## src/rtl/pc_unit.sv

```systemverilog
// pc_unit: fetch-stage successor PC generator with halt/resume, trap vector and return-address stack.
module pc_unit #(
    parameter int PC_WIDTH = 32,
    parameter logic [PC_WIDTH-1:0] RESET_VECTOR = '0,
    parameter logic [PC_WIDTH-1:0] TRAP_VECTOR = 'h80,
    parameter int INSTR_BYTES = 4,
    parameter int RAS_DEPTH = 4
) (
    input  logic                clk,
    input  logic                rst,
    output logic [PC_WIDTH-1:0] pc,
    output logic                pc_valid,
    input  logic                pc_ready,
    input  logic                stall,
    input  logic                halt,
    input  logic                resume,
    input  logic                redirect_valid,
    input  logic [PC_WIDTH-1:0] redirect_target,
    input  logic                trap_valid,
    input  logic                ras_push,
    input  logic [PC_WIDTH-1:0] ras_push_addr,
    input  logic                ras_pop,
    output logic                misalign_err,
    output logic                ras_underflow,
    output logic                ras_empty
);
    localparam int PW = $clog2(RAS_DEPTH);
    localparam int CW = $clog2(RAS_DEPTH + 1);
    localparam logic [PC_WIDTH-1:0] AMASK = PC_WIDTH'(INSTR_BYTES - 1);
    localparam logic [PC_WIDTH-1:0] STEP = PC_WIDTH'(INSTR_BYTES);

    typedef enum logic [1:0] {BOOT, RUN, HALTED} state_t;
    state_t state, state_nxt;

    logic [PC_WIDTH-1:0] ras [RAS_DEPTH];
    logic [PW-1:0]       top, top_inc;
    logic [CW-1:0]       cnt;
    logic [PC_WIDTH-1:0] pc_nxt;
    logic                fire, wrong_path, do_push, do_pop, full;

    assign pc_valid   = state == RUN;
    assign fire       = pc_valid & pc_ready & ~stall;
    assign ras_empty  = cnt == '0;
    assign full       = cnt == CW'(RAS_DEPTH);
    assign top_inc    = top + 1'b1;
    // Redirect or trap in the same cycle means decode is on the wrong path.
    assign wrong_path = trap_valid | redirect_valid;
    assign do_push    = fire & ras_push & ~wrong_path;
    assign do_pop     = fire & ras_pop & ~wrong_path & ~ras_empty;

    always_comb begin
        state_nxt = trap_valid ? RUN :
                    state == BOOT ? RUN :
                    (state == RUN && halt) ? HALTED :
                    (state == HALTED && resume) ? RUN : state;
        pc_nxt = trap_valid ? TRAP_VECTOR :
                 redirect_valid ? (redirect_target & ~AMASK) :
                 do_pop ? ras[top] :
                 fire ? pc + STEP : pc;
    end

    always_ff @(posedge clk) begin
        if (rst) begin
            state         <= BOOT;
            pc            <= RESET_VECTOR;
            top           <= '0;
            cnt           <= '0;
            misalign_err  <= 1'b0;
            ras_underflow <= 1'b0;
        end else begin
            state         <= state_nxt;
            pc            <= pc_nxt;
            misalign_err  <= redirect_valid & ~trap_valid & |(redirect_target & AMASK);
            ras_underflow <= fire & ras_pop & ras_empty & ~wrong_path;
            if (trap_valid) begin
                top <= '0;
                cnt <= '0;
            end else if (do_push && !do_pop) begin
                top <= top_inc;
                cnt <= full ? cnt : cnt + 1'b1;
            end else if (do_pop && !do_push) begin
                top <= top - 1'b1;
                cnt <= cnt - 1'b1;
            end
        end
    end

    // Push+pop replaces the top entry in place; a lone push writes above the top.
    always_ff @(posedge clk) begin
        if (!rst && do_push)
            ras[do_pop ? top : top_inc] <= ras_push_addr;
    end
endmodule

```

## config.mk

```make
export PLATFORM = sky130hd
export DESIGN_NAME = pc_unit
export DESIGN_NICKNAME = d
export VERILOG_FILES = /design/src/rtl/pc_unit.sv
export SDC_FILE = /design/constraint.sdc
export NUM_CORES = 1
export LEC_CHECK = 0
export BUFFER_PORTS_ARGS = -buffer_cell sky130_fd_sc_hd__buf_2
export CORE_MARGIN = 2
export CORE_UTILIZATION = 56
export DETAILED_ROUTE_END_ITERATION = 16
export MAX_ROUTING_LAYER = met4
export PLACE_DENSITY = 0.79
export SYNTH_ARGS = -nofsm -noshare
export SYNTH_HDL_FRONTEND = slang
export SYNTH_SLANG_ARGS = --single-unit
```

## constraint.sdc

```tcl
create_clock -name clk -period 4.5 [get_ports clk]
set_clock_uncertainty 0.05 [all_clocks]
set_input_delay 0.225 -clock clk [delete_from_list [all_inputs] [get_ports clk]]
set_output_delay 0.225 -clock clk [all_outputs]
set_load 0.005 [all_outputs]
```

==> results of run 1 <==
==> per-stage QoR <==
step	hold WS (ns)	instances	setup slack, ns	utilization	area (µm²)
final	0.0183	866	0.925	0.716	9070
after global routing	0.0204	866	0.695	0.716	9070
after CTS	0.00464	866	1.05	0.716	9070
after detailed placement	0.391	797	1.20	0.642	8130
after global placement	0.385	797	1.51	0.642	8130
after floorplan	0.244	528	0.355	-	7320
==> power groups by stage <==
stage | combinational, mW | clock (mW) | sequential [mW]
global route | 0.183 | 1.49 | 1.73
global placement | 0.134 | 0 | 1.76
detailed placement | 0.139 | 0 | 1.76
finish | 0.168 | 1.41 | 1.73
floorplan | 0.0593 | 0 | 1.76
CTS | 0.165 | 1.43 | 1.73
==> registers in the layout, indices dropped and copies added (netlist names), named ones only <==
| register | count |
|---|---|
| ras | 128 |
| pc | 30 |
| cnt | 3 |
| state | 2 |
| top | 2 |
| misalign_err | 1 |
| ras_underflow | 1 |
==> cell families (layout without fill, tap and decap cells) <==
| kind of cell | Yosys count | after routing | synth area share |
|---|---|---|---|
| AOI/OAI and AO/OA | 109 | 109 | 0.0950 |
| xor gates and xnor gates | 19 | 19 | 0.0227 |
| adders and majority gates | 4 | 4 | 0.00786 |
| buffers and inverters | 34 | 200 | 0.0179 |
| DFF | 171 | 171 | 0.642 |
| muxes | 35 | 35 | 0.103 |
| and+or+nand+nor | 156 | 156 | 0.111 |
==> final cells by class <==
type / count / area [µm²] / share of cell area
well taps: 172 / 215 / 0.0237
inverters: 8 / 30.0 / 0.00331
clock inverters: 11 / 126 / 0.0139
repair buffers: 160 / 1020 / 0.113
flip-flops and latches: 171 / 4710 / 0.519
multi-input cells: 323 / 2530 / 0.279
clock buffers: 21 / 440 / 0.0486
==> worst register-to-register path, delay by kind of cell, from the launching register on <==
family	cells	cell delay [ns]
adder cells (fa/ha/maj)	2	0.61
buffers and inverters	2	0.61
flip-flops	1	0.41
AND/OR/NAND/NOR	5	1.46
XOR/XNOR	2	0.31
==> routing by layer <==
metal	GRT usage	wire length, µm	up-vias
met2	0.451	9130	310
met1	0.366	7540	2674
met4	0.117	527	0
met3	0.0695	1650	42
met5	-	0	-
li1	-	-	2401
==> repair_timing <==
| action | CTS | global route |
|---|---|---|
| buffers inserted | 0 | 0 |
| endpoints found under the hold margin | 133 | 0 |
| hold buffers | 37 | 0 |
==> Yosys cell counts, drive strengths merged, types with 6 or more instances <==
master    n  area share
a31oi    12       0.010
o22ai     6      0.0051
nand4    11       0.011
clkbuf   22       0.011
and3      9      0.0077
mux4     32       0.098
nand2    38       0.019
nand3    21       0.014
a21o      6      0.0062
a21oi    22       0.015
inv       6      0.0031
edfxtp  128        0.52
nor2     31       0.016
o221ai   11       0.013
nor3     13      0.0089
or3      13       0.011
dfxtp    43        0.12
o21ai    30       0.021
xor2     14       0.017
==> how the worst min path moves through the flow <==
| stage | from | endpoint | slack (ns) | cells after the start |
|---|---|---|---|---|
| floorplan | rst | pc[7] | 0.24 | 1 |
| global placement | ras_push_addr[31] | ras[1][31] | 0.39 | 1 |
| detailed placement | ras_push_addr[19] | ras[1][19] | 0.39 | 1 |
| CTS | redirect_target[31] | pc[31] | 0.005 | 3 |
| global route | redirect_target[31] | pc[31] | 0.02 | 3 |
| finish | redirect_target[4] | pc[4] | 0.02 | 3 |
==> out/metrics.csv, run 1 <==
stage,metric,value,unit
outcome,status,"finished, final reports clean",
die,dieArea,14000,µm²
setup_path,r2r_start,cnt[0],
timing,setup_violations,0,
grt,grt.overflow.total,0,
setup_path,critPathCapture,cnt[2],
grt,antenna_found_initial,0,
timing,fin_setup_tns,0,ns
setup_path,cp_data_arrival_time,3.82,ns
hold_path,min_path_type,in -> reg,
setup_path,cp-end-kind,flip-flop,
route,route.detailed.drc,0,
synth,yosys_warnings,0,
synth,ys_ff_latch,171,
pwr,pwr_density_cell,365,nW/µm²
setup_path,cpMostUsedCell,nand2_1,
layout,fillers,849,
placement,portBuffers,109,
setup_path,reg2reg_to,cnt[2],
route,dr.pass1.iters,5,
clock_tree,root_buffer,clkbuf_16,
clock_tree,cts_resized,0,
layout,layout_common_cells,"edfxtp_1 (128), buf_2 (109), dfxtp_1 (42)",
route,drt-total-wl,18.9,mm
die,initial_utilization,0.578,
synth,syn_nets,606,
pwr,p_comb_frac,0.051,
route,drt_first_iter_violations,686,
layout,diodes,0,
layout,fin_nets,759,
layout,drive_gt1_frac,0.277,
setup_path,criticalPathCategory,reg -> reg,
pwr,leakagePower,3.14,nW
clock_tree,tritoncts,built,
die,die-width,118,µm
clock_tree,clkTransAtPathRegs,0.06,ns
grt,grt_pass1_vias,5404,
clock_tree,htree_levels,4,
pwr,peakVddDrop,0.258,mV
clock_tree,cts_max_path_buffers,2,
timing,rsz0062_at_grt,no,
setup_path,path_max_fanout,17,
grt,gr-usage-all-layers,0.289,
route,wl_per_cell,21.8,µm
setup_path,crit_cells,11,
route,dr_total_vias,5427,
setup_path,r2r_cells,11,
pwr,finalPower,3.31,mW
synth,syn_avg_cell_area,13.9,µm²
setup_path,cp.required,4.75,ns
clock_tree,cts_inserted_buffers,17,
setup_path,crit_chain,"or3_1, nand2_1, nor3_1, clkinv_1, ha_1, inv_1, fa_1, xnor2_1, nand2_1, xor2_1, nor2_1",
timing,hold_viol,0,
pwr,intPower,2.65,mW
synth,synth_cell_type_count,52,
setup_path,cp-startpoint,cnt[0],
setup_path,slowest_stage,nor3_1,
layout,layout_commonest_cell,edfxtp_1,
timing,maxSlewHeadroom,0.277,
setup_path,critPathTopFamily,simple AND/OR/NAND/NOR gates,
synth,async_flop_share,0,
grt,grt_start_max_net_pins,33,
clock_tree,cts_sinks,171,
pwr,seqPwrFrac,0.522,
run,maxCapViolCount,0,
synth,syn_inst,528,
die,ios,110,
clock_tree,clk-insertion-delay-late,0.43,ns
synth,synthFlopType,edfxtp_1,
synth,ys_seq_area_frac,0.642,
timing,slew_viol_final,0,
timing,fin_crit_sh,0.794,
setup_path,crit_buf_inv,2,
setup_path,startpoint_type,flip-flop,
route,ant_nets,0,
grt,grt_pass1_wl,29.6,mm
timing,timing.fmax,0.280,GHz
synth,syn_area,7320,µm²
pwr,p_sw_frac,0.200,
placement,gp_congestion,0.923,
timing,worst_slew_pin_slew,1.08,ns
route,via_per_inst,6.27,
die,die_y,118,µm
synth,synth_edf_count,128,
layout,area_growth,23.8,%
placement,place_hpwl,12.5,mm
pwr,clkPwrFrac,0.428,
die,row_count,41,
die,core_area,12700,µm²
timing,period_needed,3.57,ns
setup_path,ff2ff_setup_slack,0.93,ns
setup_path,max_stage_delay,0.70,ns
pwr,netSwitchingPower,0.661,mW
(Power assumes the default switching activity.)
==> run 2, diff against run 1 <==
==> constraint.sdc (replaced) <==
create_clock -name clk -period 3.4 [get_ports clk]
set_clock_uncertainty 0.05 [all_clocks]
set_input_delay 0.17 -clock clk [delete_from_list [all_inputs] [get_ports clk]]
set_output_delay 0.17 -clock clk [all_outputs]
set_load 0.005 [all_outputs]
==> out/metrics.csv, run 2 (synthesis gave the netlist of run 1 again) <==
stage,metric,value,unit,change
outcome,status,"finished, final reports clean",,
pwr,intPower,3.39,mW,+28%
setup_path,criticalPathCategory,reg -> reg,,
layout,layout_commonest_cell,edfxtp_1,,
pwr,p_comb_frac,0.055,,+0.004
layout,largest_register,ras,,
layout,fillers,812,,-4.4%
die,dieArea,14000,µm²,unchanged
setup_path,max_stage_delay,0.42,ns,-0.28 ns
layout,reg_top3,"ras x128, pc x30, cnt x3",,
clock_tree,cts_setup_buffers,0,,unchanged
layout,diodes,0,,unchanged
timing,hold_viol,0,,unchanged
die,initial_utilization,0.578,,unchanged
layout,fin_nets,777,,+2.4%
route,via_per_inst,6.33,,+1.1%
route,dr_total_vias,5600,,+3.2%
run,maxCapViolCount,0,,unchanged
clock_tree,tritoncts,built,,
route,ant_nets,0,,unchanged
grt,grt_pass1_vias,5550,,+2.7%
route,dr.pass1.iters,8,,+3
grt,antenna_found_initial,0,,unchanged
placement,dpl.cell_count,800,,+0.38%
setup_path,cp.required,3.65,ns,-1.10 ns
route,wl_per_cell,21.9,µm,+0.69%
grt,gr-usage-all-layers,0.295,,+0.00619
setup_path,cpMostUsedCell,nor2_1,,
clock_tree,clk-insertion-delay-late,0.43,ns,about the same
timing,rsz0062_at_grt,no,,
clock_tree,cts_inserted_buffers,17,,unchanged
timing,worst_slew_pin_slew,0.965,ns,-0.112 ns
setup_path,slowest_stage,nand4bb_1,,
placement,place_hpwl,12.2,mm,-2.3%
route,route.detailed.drc,0,,unchanged
timing,maxSlewHeadroom,0.352,,+0.0752
die,core_area,12700,µm²,unchanged
die,die_y,118,µm,unchanged
timing,fin_setup_tns,0,ns,unchanged
clock_tree,root_buffer,clkbuf_16,,
setup_path,path_max_fanout,8,,-9
timing,timing.fmax,0.345,GHz,+23%
layout,layout_common_cells,"edfxtp_1 (128), buf_2 (109), dlygate4sd3_1 (52)",,
grt,grt_pass1_wl,30.3,mm,+2.1%
clock_tree,cts_sinks,171,,unchanged
timing,hold_slack,0.0192,ns,+0.000905 ns
route,drt_first_iter_violations,810,,+18%
grt,grt_start_max_net_pins,40,,+21%
timing,period_needed,2.90,ns,-0.676 ns
pwr,leakagePower,3.20,nW,+2.0%
setup_path,crit_buf_inv,1,,-1
pwr,netSwitchingPower,0.968,mW,+46%
timing,fin_crit_sh,0.853,,+0.0581
clock_tree,cts_max_path_buffers,2,,unchanged
setup_path,cp-end-kind,flip-flop,,
pwr,peakVddDrop,0.357,mV,+38%
pwr,clkPwrFrac,0.421,,-0.007
layout,area_growth,26.8,%,
placement,gp_congestion,0.916,,-0.78%
setup_path,cp_data_arrival_time,3.15,ns,-0.67 ns
timing,slew_viol_final,0,,unchanged
placement,portBuffers,109,,unchanged
layout,fin_cells,884,,+2.1%
layout,drive_gt1_frac,0.282,,+0.00565
pwr,p_sw_frac,0.222,,+0.0223
hold_path,min_path_type,in -> reg,,
die,die-width,118,µm,unchanged
layout,largest_reg_flops,128,,unchanged
setup_path,critPathTopFamily,simple AND/OR/NAND/NOR gates,,
clock_tree,clkTransAtPathRegs,0.07,ns,about the same
grt,grt.overflow.total,0,,unchanged
die,ios,110,,unchanged
setup_path,crit_chain,"nand4bb_1, nor2_1, nand2_1, nor2_1, ha_1, inv_1, fa_1, xnor2_1, nand2_1, xor2_1, nor2_1",,
pwr,pwr_density_cell,470,nW/µm²,+29%
die,row_count,41,,unchanged
timing,setup_violations,0,,unchanged
pwr,seqPwrFrac,0.524,,+0.002
setup_path,startpoint_type,flip-flop,,
route,drt-total-wl,19.4,mm,+2.8%
clock_tree,htree_levels,4,,unchanged
-- run 2: cell types whose count changed in the layout (fill, tap and decap cells not counted), moves of 2 or more --
| cell | previous run | this run |
|---|---|---|
| dlygate4sd3_1 | 37 | 52 |
| clkinvlp_4 | 0 | 6 |
| clkinv_2 | 5 | 0 |
| clkbuf_1 | 4 | 0 |
| clkinv_4 | 0 | 4 |
| buf_12 | 0 | 3 |
| bufinv_16 | 3 | 1 |
| clkinv_1 | 5 | 3 |
| inv_6 | 0 | 2 |
-- run 2: metal layers --
| metal | share of wire | vias to the layer above | routed length (µm) | GRT usage |
|---|---|---|---|---|
| met3 | 0.099 | 69 | 1930 | 0.0574 |
| met4 | 0.031 | 0 | 600 | 0.118 |
| met1 | 0.39 | 2710 | 7520 | 0.385 |
| li1 | - | 2447 | - | - |
| met2 | 0.48 | 374 | 9330 | 0.460 |
| met5 | 0 | - | 0 | - |
-- run 2: area by class of cell --
class,instances,area [µm²],share of cell area
multi-input cells,323,2540,0.273
clock inverters,15,143,0.0154
clock buffers,17,425,0.0458
well taps,172,215,0.0232
inverters,8,30.0,0.00323
flip-flops and latches,171,4710,0.507
repair buffers,178,1230,0.133
-- run 2: power groups by stage --
stage	combinational, mW	clock [mW]	sequential, mW
finish	0.239	1.84	2.28
global route	0.257	1.94	2.29
CTS	0.233	1.86	2.28
detailed placement	0.184	0	2.33
global placement	0.177	0	2.33
floorplan	0.0785	0	2.32
-- run 2: timing repair --
action / CTS / global route
endpoints found under the hold margin: 146 / 0
hold buffers: 52 / 0
resized for setup: 0 / 0
-- run 2: final timing paths --
check | slack, ns | start | cells past startpoint | endpoint
worst min-delay path | 0.02 | redirect_target[25] | 4 | pc[25]
worst min register to register | 0.45 | flip-flop | 2 | flip-flop
worst max-delay path | 0.50 | state[1] | 11 | cnt[2]
worst max register to register | 0.50 | state[1] | 11 | cnt[2]
-- run 2: metrics by stage --
| stage | area (µm²) | worst slack [ns] | utilization | power [mW] |
|---|---|---|---|---|
| after floorplan | 7330 | 0.122 | - | 2.40 |
| after global placement | 8200 | 0.818 | 0.647 | 2.50 |
| after detailed placement | 8200 | 0.701 | 0.647 | 2.51 |
| after CTS | 9290 | 0.562 | 0.733 | 4.38 |
| after global routing | 9290 | 0.282 | 0.733 | 4.49 |
| final | 9290 | 0.501 | 0.733 | 4.36 |
-- run 2: worst min-delay path, stage by stage --
cell,delay (ns)
buf_2,0.10
nand2_1,0.06
a21o_1,0.10
a31oi_1,0.03
==> run 3, diff against run 2 <==
--- a/config.mk
+++ b/config.mk
@@ -7,10 +7,10 @@
 export LEC_CHECK = 0
 export BUFFER_PORTS_ARGS = -buffer_cell sky130_fd_sc_hd__buf_2
 export CORE_MARGIN = 2
-export CORE_UTILIZATION = 56
+export CORE_UTILIZATION = 51
 export DETAILED_ROUTE_END_ITERATION = 16
 export MAX_ROUTING_LAYER = met4
-export PLACE_DENSITY = 0.79
+export PLACE_DENSITY = 0.75
 export SYNTH_ARGS = -nofsm -noshare
 export SYNTH_HDL_FRONTEND = slang
 export SYNTH_SLANG_ARGS = --single-unit
==> constraint.sdc (replaced) <==
create_clock -name clk -period 2.4 [get_ports clk]
set_clock_uncertainty 0.05 [all_clocks]
set_input_delay 0.12 -clock clk [delete_from_list [all_inputs] [get_ports clk]]
set_output_delay 0.12 -clock clk [all_outputs]
set_load 0.005 [all_outputs]
==> out/metrics.csv, run 3 (synthesis gave the netlist of run 1 again) <==
stage,metric,value,unit,change
clock_tree,clkTransAtPathRegs,0.07,ns,about the same
die,initial_utilization,0.526,,-0.0524
timing,setup_violations,0,,unchanged
grt,grt_pass1_wl,29.5,mm,-2.6%
pwr,p_comb_frac,0.057,,+0.002
pwr,leakagePower,3.36,nW,+5.1%
pwr,peakVddDrop,0.569,mV,+59%
route,dr_total_vias,5514,,-1.5%
timing,timing.fmax,0.436,GHz,+26%
hold_path,min_path_cells,4,,unchanged
clock_tree,cts_inserted_buffers,17,,unchanged
route,via_per_inst,6.03,,-4.9%
setup_path,path_max_fanout,6,,-2
hold_path,min_path_type,in -> reg,,
timing,fin_crit_sh,0.956,,+0.103
clock_tree,htree_levels,4,,unchanged
layout,largest_register,ras,,
die,core_area,13900,µm²,+10%
timing,fin_setup_tns,0,ns,unchanged
layout,fin_nets,800,,+3.0%
grt,grt.overflow.total,0,,unchanged
layout,area_growth,31.6,%,
die,ios,110,,unchanged
timing,period_needed,2.29,ns,-0.605 ns
clock_tree,root_buffer,clkbuf_16,,
route,wl_per_cell,20.9,µm,-4.8%
layout,layout_commonest_cell,edfxtp_1,,
timing,maxSlewHeadroom,0.571,,+0.219
timing,hold_viol,0,,unchanged
placement,gp_congestion,0.921,,+0.50%
setup_path,cp-end-kind,flip-flop,,
outcome,status,"finished, final reports clean",,
pwr,clkPwrFrac,0.434,,+0.013
placement,portBuffers,109,,unchanged
clock_tree,tritoncts,built,,
setup_path,cp_data_arrival_time,2.55,ns,-0.60 ns
route,route.detailed.drc,0,,unchanged
setup_path,criticalPathCategory,reg -> reg,,
placement,place_hpwl,12.5,mm,+3.0%
layout,largest_reg_flops,128,,unchanged
grt,gr-usage-all-layers,0.270,,-0.0248
grt,grt_pass1_vias,5396,,-2.8%
run,maxCapViolCount,0,,unchanged
timing,slew_viol_final,0,,unchanged
timing,hold_slack,0.00774,ns,-0.0114 ns
die,dieArea,15300,µm²,+9.5%
die,row_count,43,,+4.9%
setup_path,cp.required,2.65,ns,-1.00 ns
pwr,netSwitchingPower,1.38,mW,+43%
route,dr.pass1.iters,5,,-3
route,drt_first_iter_violations,606,,-25%
clock_tree,cts_max_path_buffers,2,,unchanged
route,ant_nets,0,,unchanged
grt,antenna_found_initial,0,,unchanged
pwr,p_sw_frac,0.217,,-0.00478
die,die_y,124,µm,+4.6%
clock_tree,clk-insertion-delay-late,0.43,ns,about the same
clock_tree,cts_sinks,171,,unchanged
pwr,seqPwrFrac,0.509,,-0.015
die,die-width,124,µm,+4.6%
layout,drive_gt1_frac,0.302,,+0.0197
layout,reg_top3,"ras x128, pc x30, cnt x3",,
setup_path,ff2ff_setup_slack,0.11,ns,-0.40 ns
route,drt-total-wl,19.1,mm,-1.4%
pwr,intPower,4.98,mW,+47%
setup_path,startpoint_type,flip-flop,,
layout,layout_common_cells,"edfxtp_1 (128), buf_2 (109), dlygate4sd3_1 (63)",,
pwr,finalPower,6.36,mW,+46%
pwr,pwr_density_cell,660,nW/µm²,+40%
timing,worst_slew_pin_slew,0.642,ns,-0.323 ns
layout,diodes,0,,unchanged
setup_path,r2r_cells,12,,+1
grt,grt_start_max_net_pins,37,,-7.5%
run 3: cell count changes in the layout (fill, tap and decap cells not counted), moves of 2 or more:
cell / previous run / this run
buf_12: 3 / 6
buf_4: 14 / 23
clkinvlp_4: 6 / 1
dlygate4sd3_1: 52 / 63
inv_6: 2 / 4
nor2_1: 31 / 29
nor2_4: 0 / 2
nor3_1: 13 / 11
run 3: area by class of cell:
| cell class | instances | area [µm²] |
|---|---|---|
| fillers | 937 | 4300 |
| clock buffers | 19 | 443 |
| multi-input cells | 323 | 2600 |
| well taps | 180 | 225 |
| inverters | 8 | 32.5 |
| clock inverters | 13 | 156 |
| repair buffers | 201 | 1470 |
| flip-flops and latches | 171 | 4710 |
run 3: through the flow:
stage | cell area [µm²] | std cells | setup slack [ns] | utilization
finish | 9630 | 915 | 0.106 | 0.691
CTS | 9600 | 914 | 0.0114 | 0.689
detailed placement | 8370 | 819 | 0.0547 | 0.601
global placement | 8370 | 819 | 0.141 | 0.601
global route | 9630 | 915 | -0.00966 | 0.691
floorplan | 7400 | 528 | -0.0281 | -
run 3: final timing paths:
check | start | end
hold / removal | redirect_target[24] | pc[24]
hold reg to reg | flip-flop | flip-flop
setup reg to reg | state[1] | cnt[2]
setup / recovery | state[1] | cnt[2]
run 3: critical path: stages, from the launching register on:
cell       delay (ns)
dfxtp_1          0.32
nand4bb_4        0.22
buf_4            0.19
nor2_4           0.13
nand2_1          0.10
nor2_1           0.13
ha_1             0.19
inv_1            0.06
fa_1             0.37
xnor2_1          0.14
nand2_1          0.08
xor2_1           0.16
nor2_1           0.05
run 3: power by group through the flow:
stage,sequential (mW),combinational [mW],clock (mW)
finish,3.23,0.362,2.76
global placement,3.29,0.264,0
CTS,3.23,0.353,2.79
detailed placement,3.30,0.274,0
floorplan,3.29,0.115,0
global route,3.24,0.393,2.90
run 3: what timing repair did:
| item | 4_1_cts | 5_1_grt |
|---|---|---|
| resized for setup | 0 | 3 |
| hold endpoints to repair | 154 | 0 |
| buffers inserted | 0 | 1 |
| hold buffers | 63 | 0 |
| endpoints found under the setup margin | 0 | 7 |
run 3: routing by layer:
layer  up-vias  share of wire  track usage
li1       2484              -            -
met1      2729           0.40        0.350
met2       265           0.49        0.426
met3        36          0.084       0.0614
met4         0          0.019       0.0902
met5         -              0            -
